## src/rtl/instr_sequencer.sv

```systemverilog
`default_nettype none
// ============================================================================
//  Module   : instr_sequencer
//  Purpose  : Instruction fetch stage that feeds the display FSM. It walks a
//             program counter through a synchronous-read instruction memory,
//             decodes each word and hands CMD/DATA bytes to the FSM over a
//             valid/ready handshake. DELAY words are executed locally, so
//             display power-up/reset timing lives in the program itself.
//             Fetching an END word finishes the program.
//
//  Word format (DATA_WIDTH = 10): [9:8] opcode, [7:0] payload
//    00 CMD   : instr = payload, dc = 0
//    01 DATA  : instr = payload, dc = 1
//    10 DELAY : wait payload * DELAY_TICKS cycles
//    11 END   : pulse done, return to idle
//
//  Ports
//    clk        in   system clock, rising edge
//    reset      in   asynchronous active-high reset
//    start      in   single-cycle run request, honoured only when idle
//    startAddr  in   first instruction address, sampled with start
//    memAddr    out  memory read address (1-cycle read latency)
//    memData    in   memory read data
//    instr      out  byte for the FSM / shift register
//    dc         out  0 = command byte, 1 = data byte
//    instrValid out  instr/dc hold a pending transfer
//    instrReady in   FSM accepts the pending byte
//    busy       out  high whenever not idle
//    done       out  one-cycle pulse at program end
//    overflow   out  sticky; PC ran past the top address without END
//
//  Revision : 1.0 - initial release
// ============================================================================
module instr_sequencer #(
  parameter int ADDR_WIDTH  = 8,
  parameter int DATA_WIDTH  = 10,
  parameter int DELAY_TICKS = 1000
) (
  input  logic                  clk,
  input  logic                  reset,
  input  logic                  start,
  input  logic [ADDR_WIDTH-1:0] startAddr,
  output logic [ADDR_WIDTH-1:0] memAddr,
  input  logic [DATA_WIDTH-1:0] memData,
  output logic [7:0]            instr,
  output logic                  dc,
  output logic                  instrValid,
  input  logic                  instrReady,
  output logic                  busy,
  output logic                  done,
  output logic                  overflow
);

  // The largest delay is 255 * DELAY_TICKS, which always fits in
  // 8 + clog2(DELAY_TICKS) bits.
  localparam int               CNT_W   = 8 + $clog2(DELAY_TICKS);
  localparam logic [CNT_W-1:0] c_ticks = CNT_W'(DELAY_TICKS);

  localparam logic [1:0] c_op_cmd   = 2'b00;
  localparam logic [1:0] c_op_data  = 2'b01;
  localparam logic [1:0] c_op_delay = 2'b10;

  typedef enum logic [2:0] {
    S_IDLE    = 3'd0,
    S_FETCH   = 3'd1,
    S_DECODE  = 3'd2,
    S_PRESENT = 3'd3,
    S_DELAY   = 3'd4
  } state_t;

  state_t                state_q,    state_d;
  logic [ADDR_WIDTH-1:0] pc_q,       pc_d;
  logic [CNT_W-1:0]      cnt_q,      cnt_d;
  logic [7:0]            instr_q,    instr_d;
  logic                  dc_q,       dc_d;
  logic                  valid_q,    valid_d;
  logic                  done_q,     done_d;
  logic                  overflow_q, overflow_d;

  logic [1:0]            w_opcode;
  logic [7:0]            w_payload;
  logic                  w_advance;

  assign w_opcode  = memData[DATA_WIDTH-1 -: 2];
  assign w_payload = memData[7:0];

  // --------------------------------------------------------------------------
  // State register
  // --------------------------------------------------------------------------
  always_ff @(posedge clk or posedge reset) begin
    if (reset) begin
      state_q    <= S_IDLE;
      pc_q       <= '0;
      cnt_q      <= '0;
      instr_q    <= '0;
      dc_q       <= 1'b0;
      valid_q    <= 1'b0;
      done_q     <= 1'b0;
      overflow_q <= 1'b0;
    end else begin
      state_q    <= state_d;
      pc_q       <= pc_d;
      cnt_q      <= cnt_d;
      instr_q    <= instr_d;
      dc_q       <= dc_d;
      valid_q    <= valid_d;
      done_q     <= done_d;
      overflow_q <= overflow_d;
    end
  end

  // --------------------------------------------------------------------------
  // Next-state and datapath
  // --------------------------------------------------------------------------
  always_comb begin
    state_d    = state_q;
    pc_d       = pc_q;
    cnt_d      = cnt_q;
    instr_d    = instr_q;
    dc_d       = dc_q;
    valid_d    = valid_q;
    done_d     = 1'b0;
    overflow_d = overflow_q;
    w_advance  = 1'b0;

    case (state_q)
      S_IDLE: begin
        if (start) begin
          pc_d       = startAddr;
          overflow_d = 1'b0;
          state_d    = S_FETCH;
        end
      end

      // memAddr has been stable for this cycle; the read data shows up in
      // DECODE.
      S_FETCH: begin
        state_d = S_DECODE;
      end

      S_DECODE: begin
        case (w_opcode)
          c_op_cmd, c_op_data: begin
            instr_d = w_payload;
            dc_d    = w_opcode[0];
            valid_d = 1'b1;
            state_d = S_PRESENT;
          end
          c_op_delay: begin
            if (w_payload == 8'd0) begin
              w_advance = 1'b1;
            end else begin
              cnt_d   = CNT_W'(w_payload) * c_ticks;
              state_d = S_DELAY;
            end
          end
          default: begin
            done_d  = 1'b1;
            state_d = S_IDLE;
          end
        endcase
      end

      S_PRESENT: begin
        if (instrReady) begin
          valid_d   = 1'b0;
          w_advance = 1'b1;
        end
      end

      // Leaving on the count of 1 makes the time spent here exactly the
      // loaded value.
      S_DELAY: begin
        if (cnt_q == CNT_W'(1)) begin
          w_advance = 1'b1;
        end else begin
          cnt_d = cnt_q - CNT_W'(1);
        end
      end

      default: begin
        state_d = S_IDLE;
      end
    endcase

    // Running off the top of memory ends the program instead of wrapping.
    if (w_advance) begin
      if (&pc_q) begin
        overflow_d = 1'b1;
        done_d     = 1'b1;
        state_d    = S_IDLE;
      end else begin
        pc_d    = pc_q + ADDR_WIDTH'(1);
        state_d = S_FETCH;
      end
    end
  end

  // --------------------------------------------------------------------------
  // Outputs. The read address always tracks the PC, so the PC register
  // drives memAddr directly.
  // --------------------------------------------------------------------------
  assign memAddr    = pc_q;
  assign instr      = instr_q;
  assign dc         = dc_q;
  assign instrValid = valid_q;
  assign busy       = (state_q != S_IDLE);
  assign done       = done_q;
  assign overflow   = overflow_q;

endmodule
`default_nettype wire

```

## config.mk

```make
export PLATFORM = sky130hd
export DESIGN_NAME = instr_sequencer
export DESIGN_NICKNAME = d
export VERILOG_FILES = /design/src/rtl/instr_sequencer.sv
export SDC_FILE = /design/constraint.sdc
export NUM_CORES = 1
export LEC_CHECK = 0
export BUFFER_PORTS_ARGS = -buffer_cell sky130_fd_sc_hd__buf_2
export CAP_MARGIN = 5
export CORE_UTILIZATION = 41
export CTS_CLUSTER_DIAMETER = 80
export DETAILED_ROUTE_END_ITERATION = 10
export MAX_ROUTING_LAYER = met4
export PLACE_DENSITY = 0.55
export SKIP_LAST_GASP = 1
export SLEW_MARGIN = 20
export SYNTH_ARGS = -nofsm -noshare
export SYNTH_HDL_FRONTEND = slang
export SYNTH_SLANG_ARGS = --single-unit
```

## constraint.sdc

```tcl
create_clock -name clk -period 3.3 [get_ports clk]
set_clock_uncertainty 0.2 [all_clocks]
set_input_delay 0 -clock clk [delete_from_list [all_inputs] [get_ports clk]]
set_output_delay 0 -clock clk [all_outputs]
set_load 0.01 [all_outputs]
```

Yosys cells after proc, flatten, opt, wreduce, memory -nomap -nowiden
Cells that the tools add are included.
{"block": "classes", "n_mul": 1, "add_sub_neg": 2, "mux": 30, "n_eq_ne": 15, "n_reduce_logical": 14}
{"operator": "two-way mux 18 bit", "n": 3}
{"operator": "case mux 18 bit (2 select lines)", "n": 1}
{"operator": "two-way mux 8 bit", "n": 4}
{"operator": "== test 18 x 1 -> 1 bit (second input constant)", "n": 1}
{"operator": "subtractor 18 x 1 -> 18 bit (second input constant)", "n": 1}
{"operator": "multiplier 8 x 7 -> 15 bit (second input constant)", "n": 1}
{"operator": "two-way mux 1 bit", "n": 15}
{"operator": "case mux 3 bit (4 select lines)", "n": 1}
{"operator": "two-way mux 3 bit", "n": 3}
{"operator": "adder 8 x 1 -> 8 bit (second input constant)", "n": 1}
{"operator": "zero test 8 bit", "n": 1}
{"operator": "inequality test 2 bit (second input constant)", "n": 4}
{"operator": "AND reduction 8 bit", "n": 1}
{"operator": "== test 3 x 2 -> 1 bit (second input constant)", "n": 2}
{"operator": "case mux 3 bit (2 select lines)", "n": 1}
{"operator": "AND reduction 3 bit", "n": 2}
{"operator": "inequality test 2 x 1 -> 1 bit (second input constant)", "n": 2}
{"operator": "inequality test 4 bit (second input constant)", "n": 1}
{"operator": "AND reduction 4 bit", "n": 1}
{"operator": "nonzero test 2 bit", "n": 2}
{"operator": "OR reduction 2 bit", "n": 2}
{"operator": "== test 3 x 1 -> 1 bit (second input constant)", "n": 1}
{"operator": "== test 3 bit (second input constant)", "n": 1}
{"operator": "zero test 3 bit", "n": 1}
{"operator": "other kinds (9)", "n": 9}
{"block": "word_totals", "output_inout_bits": 21, "reg_bits": 41}

Longest topological paths before layout
Gate-level depths: netlist of run 1.
{"block": "depth", "ltp_word": 6, "ltp_mapped": 14, "ltp_nobuf": 14}

Worst setup path after synthesis of run 1
OpenSTA, ideal clock, no wires.
{"block": "synth_path", "path_kind": "in2reg", "startpoint": "in memData[0]", "endpoint": "reg cnt_q[16]", "path_stages": 13, "n_path_buf": 0, "setup_ns": 0.128, "required_ns": 2.972, "path_slack_ns": -0.297, "t_arrival_ns": 3.269, "cell_sequence": "fa_1 xor2_1 ha_1 inv_1 fa_1 fa_1 inv_1 ha_1 o21ai_0 o211ai_1 a2111oi_0 nand4b_1 nand3_1"}
{"block": "synth_via", "elab_chain_cells": 4, "elab_cells_between_ends": 7, "cone_classes": "mul (1); eq/ne (1); mux (3); reduce/logical (2)"}
{"element": "from (decl)", "line": "44", "text": "input logic [DATA_WIDTH-1:0] memData,"}
{"element": "multiplier 8 x 7 -> 15 bit", "line": "153", "text": "cnt_d = CNT_W'(w_payload) * c_ticks;"}
{"element": "two-way mux 18 bit", "line": "150", "text": "if (w_payload == 8'd0) begin"}
{"element": "two-way mux 18 bit", "line": "142", "text": "case (w_opcode)"}
{"element": "case mux 18 bit (2 select lines)", "line": "126", "text": "case (state_q)"}
{"element": "to (signal assigned)", "line": "103", "text": "cnt_q <= cnt_d;"}
{"element": "to (decl)", "line": "73", "text": "logic [CNT_W-1:0] cnt_q, cnt_d;"}
Parallel ways exist; a longest one is shown, timed or not. The select of a mux whose other input is x is not followed.
A chain may end at the register's enable or synchronous reset.

Worst setup path after layout of run 1
{"block": "layout_path", "startpoint": "in memData[2]", "endpoint": "reg cnt_q[16]"}
The elaborated chain is that of the path after synthesis.

==> metrics.txt, run 1 <==
Final Power=~3.9 mW; WP data arrival=3.35 ns; post-synth top area cell=dfrtp_1; CTS Buffer Depth=2; P_leak=2.273 nW; Register Area=~1000 um^2; HPWL Detailed=approximately 7 mm; vias in the first global route=~3300; largest net degree at the start of global routing=between 40 and 50; Fmax achieved=296.1 MHz; Clock Sinks=41; DRT Pass-1 Iters=4; Die Y=between 90 and 100 um; root buffer cell=clkbuf_8; H-tree depth=2; GRT Max-Usage Layer=met2; worst hold path depth=3; CP Buf/Inv Count=4; RSZ-0062 raised after global routing=yes; Synth area leaders=dfrtp_1 (28%), ha_1 (15%), fa_1 (11%); met1 Usage GRT=between 20 and 30%; Setup CP Type=in2reg; Layout fillers=roughly 800; diode count=0; effective utilization at floorplan=between 40% and 50%; post-layout min period=~3.4 ns; area of the die=9463 um^2; dpl cell area=around 4400 um^2; multi-input logic area=around 2600 um^2; Post-Synth Simple-Gate Area=between 10% and 20%; syn avg cell area=9.376 um^2; mux cell area share after synthesis=around 2.7%; Area growth, synth to finish=28.84%; Post-route DRC=0; maximum vdd drop=~460 uV; Worst Setup End Kind=register; Worst path max stage delay=just under 0.6 ns; part of the Yosys area used for sequential elements=between 20% and 30%; row count=34; Top FF cell, synth=dfrtp_1; chip width=between 90 and 100 um; Cell Area, Synth=approximately 3700 um^2; clk_lat worst skew=slightly below 0.3 ns; routing usage on met2=32.99%; cells after synthesis=397; most frequent CP cell=fa_1; CP Depth=15; failing checks=negative setup slack; Total GRT Usage=21.18%; GR Util met3=about 3.3%; CP max-delay cell=fa_1; Post-synth EDFFs=0; CP required=roughly 3.3 ns; Synth Area in Compound Gates=about 20%; Worst Hold Class=in2reg; fin. max-slew vios=0; initial DRC count=around 140; Synth Net Count=about 490; total gr overflow=0; post-route cell area=around 4800 um^2; DRT Wirelength=9.197 mm; antenna viol nets, final=0; Vias/cell=approximately 5.4; largest family of logic cells by synthesized area=adder cells; final worst slack=-0.07701 ns; Worst Reg-to-Reg Cells=8; area share of the largest cell type after synthesis=roughly 28%; DR WL/cell=~15 um; first-pass GRT wire length=roughly 16 mm; CTS clk-pin slew, worst paths=0.08 ns; IO buf count=between 40 and 50; Ports=between 40 and 50; layout cells sized above 1=a little over a quarter; Worst slew margin=between 40% and 50%; Final Wtd Congestion=~0.86; post-synthesis adder-cell area fraction=26.76%; Worst path top cell family by delay=adder cells; Pwr per Cell Area=~810 nW/um^2; Final Hold Viols=0; core area=between 8000 and 9000 um^2; Yosys reg bits=41; Final #Nets=about 600; Max FO, Critical Path=5; Setup crit start kind=input port; period utilization=102.3%; crit path cell chain=buf_6 -> fa_1 -> xor2_1 -> ha_1 -> inv_1 -> fa_1 -> fa_1 -> inv_2 -> ha_4 -> o21ai_4 -> o211ai_1 -> buf_4 -> a2111oi_2 -> nand4b_1 -> nand3_1; initial antenna violation count=0; via count=between 3000 and 4000; worst slew pin tran=around 0.77 ns; CTS tree=done; Netlist cell types=between 60 and 70; status=complete, but fails checks; Synth async-reset ratio=100.0%; Final setup viols=4; Max Cap Violations=0; Ys Warns=0; Post-Synth XOR/XNOR Area=approximately 2.8%; CTS Buf Count=5
registers in the layout, indices dropped and copies added, names as in the netlist:
name and count:
overflow 1, instr 8, instrValid 1, cnt_q 18, state_q 3, dc 1
memAddr 8, done 1
synth_stat cells (all sizes together) (3+ instances only):
master / count
a211oi: 4
a21o: 4
a21oi: 29
a31oi: 7
a32oi: 4
and3: 4
buf: 5
clkbuf: 5
dfrtp: 41
fa: 21
ha: 46
inv: 48
mux2: 9
nand2: 21
nand2b: 4
nand3: 8
nor2: 25
nor3: 14
nor4: 5
o211ai: 3
o21ai: 31
o22ai: 8
o2bb2ai: 4
or3: 7
xnor2: 7
xor2: 5
power breakdown:
group          leakage [nW]  total, mW  internal (mW)  switching (mW)
combinational          1.72       2.49           1.23            1.27
sequential            0.493      0.951          0.729           0.223
clock                0.0585      0.427          0.247           0.180
total                  2.27       3.87           2.20            1.67
worst min-delay path: cells and delay by family:
kind	cells	cell delay, ns
multiplexers	1	0.16
buffers and inverters	2	0.30
cells in the final DEF, fill, tap and decap left out, types with 3 or more instances in the layout:
cell           synthesis  layout
nor3_1                14      13
clkbuf_8               0       6
a21oi_2                0       5
o21ai_0               27      24
a32oi_1                4       4
xor2_1                 5       5
ha_1                  46      41
inv_1                 46      44
nor2_1                25      25
nand2b_1               3       3
ha_4                   0       5
and3_1                 4       4
mux2_2                 9       9
a31oi_1                7       7
o2bb2ai_1              4       4
a21o_1                 3       3
o22ai_1                8       8
nand2_1               20      20
buf_2                  2      40
xnor2_1                7       7
dfrtp_1               41      41
o211ai_1               3       3
fa_1                  21      21
or3_1                  6       6
inv_2                  1       3
nor4_1                 5       5
o21ai_1                3       5
buf_4                  0      45
nand3_1                8       8
dlygate4sd3_1          0      20
a21oi_1               29      24
routing by layer:
layer  up-vias  share of wire [%]
li1       1624                  -
met1      1619                 49
met2        61                 46
met3        12                3.7
met4         0                1.7
met5         -                  0
worst paths after layout:
kind	start	to	slack, ns
min reg2reg	overflow	overflow	0.31
max in group asynchronous	reset	cnt_q[8]	2.35
max reg2reg	cnt_q[8]	cnt_q[17]	0.49
min in group asynchronous	reset	memAddr[3]	0.18
max	memData[2]	cnt_q[16]	-0.08
min	memData[0]	instr[0]	0.01
layout make-up:
| class | count | share of cell area, % |
|---|---|---|
| well taps | 108 | 2.818 |
| clock inverters | 1 | 0.6261 |
| inverters | 48 | 3.861 |
| flip-flops and latches | 41 | 21.39 |
| multi-input cells | 298 | 53.56 |
| clock buffers | 7 | 1.800 |
| repair buffers | 107 | 15.94 |
cells by family after synthesis:
family / count (synthesis)
muxes: 9
buffers and inverters: 58
DFF: 41
xor gates and xnor gates: 12
and+or+nand+nor: 98
AOI/OAI and AO/OA: 112
adders and majority gates: 67
per-stage QoR:
stage | std cells | setup WS, ns | util, % | hold slack, ns | TNS (ns)
finish | 610 | -0.07701 | 54.73 | 0.01155 | -0.2167
global route | 610 | -0.2704 | 54.73 | 0.02902 | -1.267
CTS | 609 | -0.07421 | 54.05 | 0.01890 | -0.2695
detailed placement | 580 | -0.4544 | 49.86 | -0.03274 | -2.965
global placement | 580 | -0.4191 | 49.86 | -0.03059 | -2.726
floorplan | 397 | -0.1328 | - | -0.08532 | -0.4071
timing repair:
| item | 4_1_cts | 5_1_grt |
|---|---|---|
| gates resized for setup | 10 | 9 |
| pin swaps | 17 | 15 |
| setup buffers | 1 | 1 |
| hold buffers | 20 | 0 |
| setup endpoints to repair | 6 | 8 |
| endpoints found under the hold margin | 60 | 0 |
Power figures use the tool's default switching activity.
==> run 2, diff against run 1 <==
--- a/config.mk
+++ b/config.mk
@@ -8,6 +8,7 @@
 export BUFFER_PORTS_ARGS = -buffer_cell sky130_fd_sc_hd__buf_2
 export CAP_MARGIN = 5
 export CORE_UTILIZATION = 41
+export CTS_BUF_LIST = sky130_fd_sc_hd__clkbuf_16
 export CTS_CLUSTER_DIAMETER = 80
 export DETAILED_ROUTE_END_ITERATION = 10
 export MAX_ROUTING_LAYER = met4
==> run 2 against run 1 <==
Compared with the run above:
- the flow still finishes with violations (negative setup slack)
- sequential share of layout area is 0.20 points lower
- worst setup slack lost 0.020 ns
- utilization grew 0.53 points
- cell count is the same
- largest cell class unchanged
==> metrics.txt, run 2 (same netlist as run 1, synthesis figures left out) <==
via count=3308 (was 3316); period utilization=102.9% (was 102.3%); RR Startpoint=cnt_q[8] (unchanged); Setup crit start kind=input port (unchanged); Ports=43 (unchanged); first-pass GRT wire length=15.93 mm (was 15.85 mm); DR WL/cell=15.18 um (was 15.08 um); worst hold path depth=3 (unchanged); RR Endpoint=cnt_q[17] (unchanged); CTS tree=done (unchanged); initial antenna violation count=0 (unchanged); vias in the first global route=3332 (was 3320); Vias/cell=5.423 (was 5.436); CTS Buf Count=5 (unchanged); CP Buf/Inv Count=3 (was 4); effective utilization at floorplan=42.48% (unchanged); Setup CP Type=in2reg (unchanged); IO buf count=42 (unchanged); maximum vdd drop=471.1 uV (was 462.5 uV); Layout fillers=795 (was 798); failing checks=negative setup slack (unchanged); status=complete, but fails checks (unchanged); Clock Sinks=41 (unchanged); most frequent cells in the layout=inv_1 (45), buf_4 (45), ha_1 (41), dfrtp_1 (41), buf_2 (40) (was buf_4 (45), inv_1 (44), ha_1 (41), dfrtp_1 (41), buf_2 (40)); CTS clk-pin slew, worst paths=0.06 ns (was 0.08 ns); met2 WL post-DR=4.236 mm (was 4.187 mm); core area=8763 um^2 (unchanged); chip width=97.28 um (unchanged); antenna viol nets, final=0 (unchanged); DRT Pass-1 Iters=4 (unchanged); WL met1=4.493 mm (was 4.516 mm); WP data arrival=3.36 ns (was 3.35 ns); Worst Hold Class=in2reg (unchanged); most frequent CP cell=fa_1 (unchanged); Final #Nets=590 (unchanged); diode count=0 (unchanged); CP max-delay cell=fa_1 (unchanged); Final Power=3.996 mW (was 3.873 mW); Final Hold Viols=0 (unchanged); DRT Wirelength=9.257 mm (was 9.197 mm); Fin Hold WS=0.02772 ns (was 0.01155 ns); Largest register FFs=18 (unchanged); HP Start=memData[0] (unchanged); pre-CTS WS=-0.4544 ns (unchanged); Area growth, synth to finish=30.08% (was 28.84%); met3 wire length=367 um (was 340 um); hold endpoint=instr[0] (unchanged); final worst slack=-0.09666 ns (was -0.07701 ns); Die Y=97.28 um (unchanged); total gr overflow=0 (unchanged); Post-route DRC=0 (unchanged); max layer used=met4 (unchanged); Total GRT Usage=21.40% (was 21.18%); Worst path top cell family by delay=adder cells (unchanged); Worst path max stage delay=0.52 ns (was 0.59 ns); largest net degree at the start of global routing=42 (unchanged); crit path cell chain=buf_8 -> fa_1 -> inv_1 -> fa_1 -> fa_1 -> fa_1 -> inv_2 -> ha_4 -> o211ai_1 -> o211ai_1 -> nand2_1 -> a21oi_2 -> xnor2_1 -> a21oi_1 (was buf_6 -> fa_1 -> xor2_1 -> ha_1 -> inv_1 -> fa_1 -> fa_1 -> inv_2 -> ha_4 -> o21ai_4 -> o211ai_1 -> buf_4 -> a2111oi_2 -> nand4b_1 -> nand3_1); layout cells sized above 1=26.29% (was 26.49%); post-layout min period=3.397 ns (was 3.377 ns); root buffer cell=clkbuf_16 (was clkbuf_8); Worst Setup End Kind=register (unchanged); worst slew pin tran=0.7829 ns (was 0.7715 ns); initial DRC count=134 (was 139); row count=34 (unchanged); Fmax achieved=294.4 MHz (was 296.1 MHz); fin. max-slew vios=0 (unchanged); Final Wtd Congestion=0.8614 (unchanged); P_leak=2.297 nW (was 2.273 nW); Worst Reg-to-Reg Cells=8 (unchanged); RSZ-0062 raised after global routing=yes (unchanged); area of the die=9463 um^2 (unchanged); H-tree depth=2 (unchanged); Max FO, Critical Path=4 (was 5); Util after Layout=55.25% (was 54.73%); Worst slew margin=47.40% (was 48.17%); CTS Buffer Depth=2 (unchanged); Pwr per Cell Area=825.2 nW/um^2 (was 807.6 nW/um^2); clk_lat worst skew=0.28 ns (was 0.29 ns); HPWL Detailed=6.989 mm (unchanged); CP required=3.26 ns (was 3.27 ns); Reg with most FFs=cnt_q (unchanged); setup slack, reg-to-reg=0.50 ns (was 0.49 ns); Max Cap Violations=0 (unchanged); Final setup viols=4 (unchanged); CP Depth=14 (was 15)
[run 2: worst max-delay path by stage]
stage	start	to	slack (ns)
detailed placement	memData[1]	cnt_q[17]	-0.45
global placement	memData[1]	cnt_q[14]	-0.42
finish	memData[1]	cnt_q[17]	-0.1
global route	memData[2]	cnt_q[16]	-0.29
CTS	memData[1]	cnt_q[17]	-0.09
floorplan	memData[1]	cnt_q[17]	-0.13
[run 2: stage by stage]
step	area, um^2	cells	TNS, ns
after detailed placement	4369	580	-2.965
after global placement	4369	580	-2.726
after floorplan	3764	397	-0.4071
final	4842	610	-0.3174
after CTS	4783	609	-0.3592
after global routing	4842	610	-1.384
[run 2: worst min-delay path: cells and delay by family]
family | cells | cell delay, ns
buffers and inverters | 2 | 0.31
muxes | 1 | 0.16
[run 2: where the power goes]
part	internal, mW	leakage (nW)	switching [mW]
registers	0.730	0.493	0.222
clock network	0.351	0.0826	0.193
logic	1.23	1.72	1.27
[run 2: routing by layer]
metal | GRT usage, % | vias up
li1 | - | 1628
met1 | 29.51 | 1601
met2 | 32.88 | 68
met3 | 3.597 | 11
met4 | 5.543 | 0
met5 | - | -
[run 2: layout make-up]
class                      count  area (um^2)  area share (%)
clock buffer                   5        125.1           2.584
tap                          108        135.1           2.791
inverter                      48        185.2           3.824
timing repair buffer         107        764.5           15.79
clock inverter                 3        37.54          0.7752
multi-input combinational    298         2569           53.05
sequential                    41         1026           21.19
[run 2: repair_timing]
action / in CTS / in global routing
hold endpoints to repair: 60 / 0
pin swaps: 17 / 15
hold buffers: 20 / 0
resized for setup: 10 / 9
buffers inserted: 1 / 1
setup endpoints to repair: 6 / 8
==> run 3, diff against run 2 <==
--- a/config.mk
+++ b/config.mk
@@ -7,12 +7,13 @@
 export LEC_CHECK = 0
 export BUFFER_PORTS_ARGS = -buffer_cell sky130_fd_sc_hd__buf_2
 export CAP_MARGIN = 5
-export CORE_UTILIZATION = 41
+export CORE_ASPECT_RATIO = 0.7
+export CORE_UTILIZATION = 60
 export CTS_BUF_LIST = sky130_fd_sc_hd__clkbuf_16
 export CTS_CLUSTER_DIAMETER = 80
 export DETAILED_ROUTE_END_ITERATION = 10
 export MAX_ROUTING_LAYER = met4
-export PLACE_DENSITY = 0.55
+export PLACE_DENSITY = 0.78
 export SKIP_LAST_GASP = 1
 export SLEW_MARGIN = 20
 export SYNTH_ARGS = -nofsm -noshare
==> run 3 against run 2 <==
Compared with the run above:
- the flow still finishes with violations (negative setup slack)
- worst hold slack better by 0.062 ns
- combinational power rose by 14%
- clock power is 3% higher
- sequential share of layout area is 0.21 points lower
- cell count shrank 4.3%
- non-clock buffer count rose by 8
- sequential power is 3.9% higher
- power rose by 10%
- sequential cell count stayed put
- critical path depth is the same
- via count increased by 14%
- critical path type unchanged
- critical endpoint is now cnt_q[15]
==> metrics.txt, run 3 (same netlist as run 1, synthesis figures left out) <==
row count=23 (was 34); Largest register FFs=18 (unchanged); diode count=0 (unchanged); first-pass GRT wire length=18.60 mm (was 15.93 mm); effective utilization at floorplan=63.72% (was 42.48%); Max Cap Violations=0 (unchanged); P_leak=2.329 nW (was 2.297 nW); Final setup viols=6 (was 4); RSZ-0062 raised after global routing=yes (unchanged); vias in the first global route=3586 (was 3332); Setup CP Type=in2reg (unchanged); CP Depth=14 (unchanged); post-layout min period=3.505 ns (was 3.397 ns); Clock Sinks=41 (unchanged); most frequent CP cell=fa_1 (unchanged); crit path from=memData[1] (unchanged); maximum vdd drop=539.9 uV (was 471.1 uV); Worst Hold Class=in2reg (unchanged); sequential power share=22.5% (was 23.8%); layout cells sized above 1=29.08% (was 26.29%); Ports=43 (unchanged); CP Buf/Inv Count=3 (unchanged); Die Y=67.90 um (was 97.28 um); RR Startpoint=state_q[2] (was cnt_q[8]); Vias/cell=6.435 (was 5.423); period utilization=106.2% (was 102.9%); fin. max-slew vios=0 (unchanged); Setup crit start kind=input port (unchanged); DRT Pass-1 Iters=6 (was 4); status=complete, but fails checks (unchanged); worst slew pin tran=0.7468 ns (was 0.7829 ns); Pwr per Cell Area=901.0 nW/um^2 (was 825.2 nW/um^2); RR Endpoint=cnt_q[15] (was cnt_q[17]); initial antenna violation count=0 (unchanged); most frequent cells in the layout=buf_4 (50), ha_1 (41), dfrtp_1 (41), buf_2 (40), inv_1 (39) (was inv_1 (45), buf_4 (45), ha_1 (41), dfrtp_1 (41), buf_2 (40)); combinational power share=64.8% (was 62.5%); initial DRC count=483 (was 134); Worst Setup End Kind=register (unchanged); Layout fillers=281 (was 795); final std cells w/o fill=584 (was 610); CTS clk-pin slew, worst paths=0.06 ns (about the same); IO buf count=42 (unchanged); WP data arrival=3.45 ns (was 3.36 ns); CP endpoint=cnt_q[15] (was cnt_q[17]); Sw Share=45.33% (was 42.16%); crit path cell chain=buf_8 -> fa_1 -> inv_2 -> fa_1 -> fa_1 -> fa_1 -> inv_2 -> ha_4 -> o211ai_1 -> o211ai_1 -> nand2_1 -> a21oi_2 -> xnor2_1 -> a21oi_1 (was buf_8 -> fa_1 -> inv_1 -> fa_1 -> fa_1 -> fa_1 -> inv_2 -> ha_4 -> o211ai_1 -> o211ai_1 -> nand2_1 -> a21oi_2 -> xnor2_1 -> a21oi_1); Util after Layout=83.72% (was 55.25%); H-tree depth=2 (unchanged); root buffer cell=clkbuf_16 (unchanged); Final #Nets=598 (was 590); Worst path max stage delay=0.55 ns (was 0.52 ns); Total GRT Usage=40.28% (was 21.40%); Final Power=4.407 mW (was 3.996 mW); Clock power frac=12.7% (was 13.6%); Worst path top cell family by delay=adder cells (unchanged); Fmax achieved=285.3 MHz (was 294.4 MHz); chip width=96.14 um (was 97.28 um); clk_lat worst skew=0.28 ns (about the same); via count=3758 (was 3308); commonest non-fill, non-tap cell in the layout=buf_4; setup slack, reg-to-reg=0.52 ns (was 0.50 ns); largest net degree at the start of global routing=42 (unchanged); final worst slack=-0.2046 ns (was -0.09666 ns); Reg with most FFs=cnt_q (unchanged); failing checks=negative setup slack (unchanged); CTS tree=done (unchanged); area of the die=6528 um^2 (was 9463 um^2); core area=5842 um^2 (was 8763 um^2); CTS Buf Count=5 (unchanged); Worst slew margin=50.03% (was 47.40%); Post-route DRC=0 (unchanged); Final Hold Viols=0 (unchanged); Max FO, Critical Path=5 (was 4); DR WL/cell=21.23 um (was 15.18 um); CP max-delay cell=fa_1 (unchanged); Fin Hold WS=0.09015 ns (was 0.02772 ns); total gr overflow=0 (unchanged); Worst Reg-to-Reg Cells=7 (was 8); HPWL Detailed=7.159 mm (was 6.989 mm); DRT Wirelength=12.40 mm (was 9.257 mm); Final Wtd Congestion=0.9200 (was 0.8614); switching pwr=1.997 mW (was 1.684 mW); Area growth, synth to finish=31.39% (was 30.08%); CP required=3.25 ns (was 3.26 ns); CTS Buffer Depth=2 (unchanged); antenna viol nets, final=0 (unchanged); placed insts=548 (was 580); Int Pwr=2.409 mW (was 2.311 mW)
run 3: what timing repair did:
action                                  in CTS  in global routing
cloned                                       0                  0
setup buffers                                4                  4
gates resized for setup                     17                 16
endpoints found under the setup margin       6                  8
hold buffers                                22                  0
pin swaps                                   12                 18
hold endpoints to repair                    62                  0
run 3: routing by layer:
layer / wire length, um / track usage [%] / vias up
met5: 0 / - / -
met4: 692 / 18.10 / 0
met2: 5794 / 64.18 / 277
met3: 1072 / 8.778 / 72
met1: 4839 / 49.61 / 1771
li1: - / - / 1638
run 3: cell type report:
type                            count  area [um^2]  share of cell area [%]
Clock buffer                        5        125.1                   2.558
Clock inverter                      2        35.03                  0.7163
Inverter                           48        185.2                   3.786
Multi-Input combinational cell    298         2592                   53.01
Sequential cell                    41         1026                   20.98
Tap cell                           75        93.84                   1.919
Timing Repair Buffer              115        833.3                   17.04
run 3: worst min-delay path by stage:
stage	end	start	slack [ns]	cells after the start
floorplan	state_q[1]	instrReady	-0.09	1
global placement	cnt_q[2]	reset	-0.06	3
CTS	cnt_q[3]	memData[0]	0.08	4
finish	cnt_q[3]	memData[0]	0.09	4
global route	cnt_q[3]	memData[0]	0.14	4
detailed placement	cnt_q[2]	reset	-0.05	3
run 3: power groups by stage:
| stage | registers, mW | logic [mW] | clock network [mW] |
|---|---|---|---|
| after detailed placement | 0.955 | 2.27 | 0 |
| after CTS | 0.951 | 2.48 | 0.549 |
| after global routing | 1.01 | 3.03 | 0.569 |
| final | 0.990 | 2.86 | 0.560 |
| after global placement | 0.945 | 2.20 | 0 |
| after floorplan | 0.937 | 1.55 | 0 |
run 3: tightest hold or removal path: stages:
cell	delay [ns]
buf_2	0.13
buf_4	0.17
o21ai_0	0.17
a21oi_1	0.06
run 3: stage by stage:
step / setup TNS, ns / worst slack (ns) / area [um^2]
after CTS: -0.3282 / -0.08134 / 4820
after global placement: -2.352 / -0.3748 / 4335
after global routing: -1.900 / -0.3481 / 4891
after floorplan: -0.4071 / -0.1328 / 3764
after detailed placement: -2.882 / -0.4521 / 4335
final: -0.9702 / -0.2046 / 4891
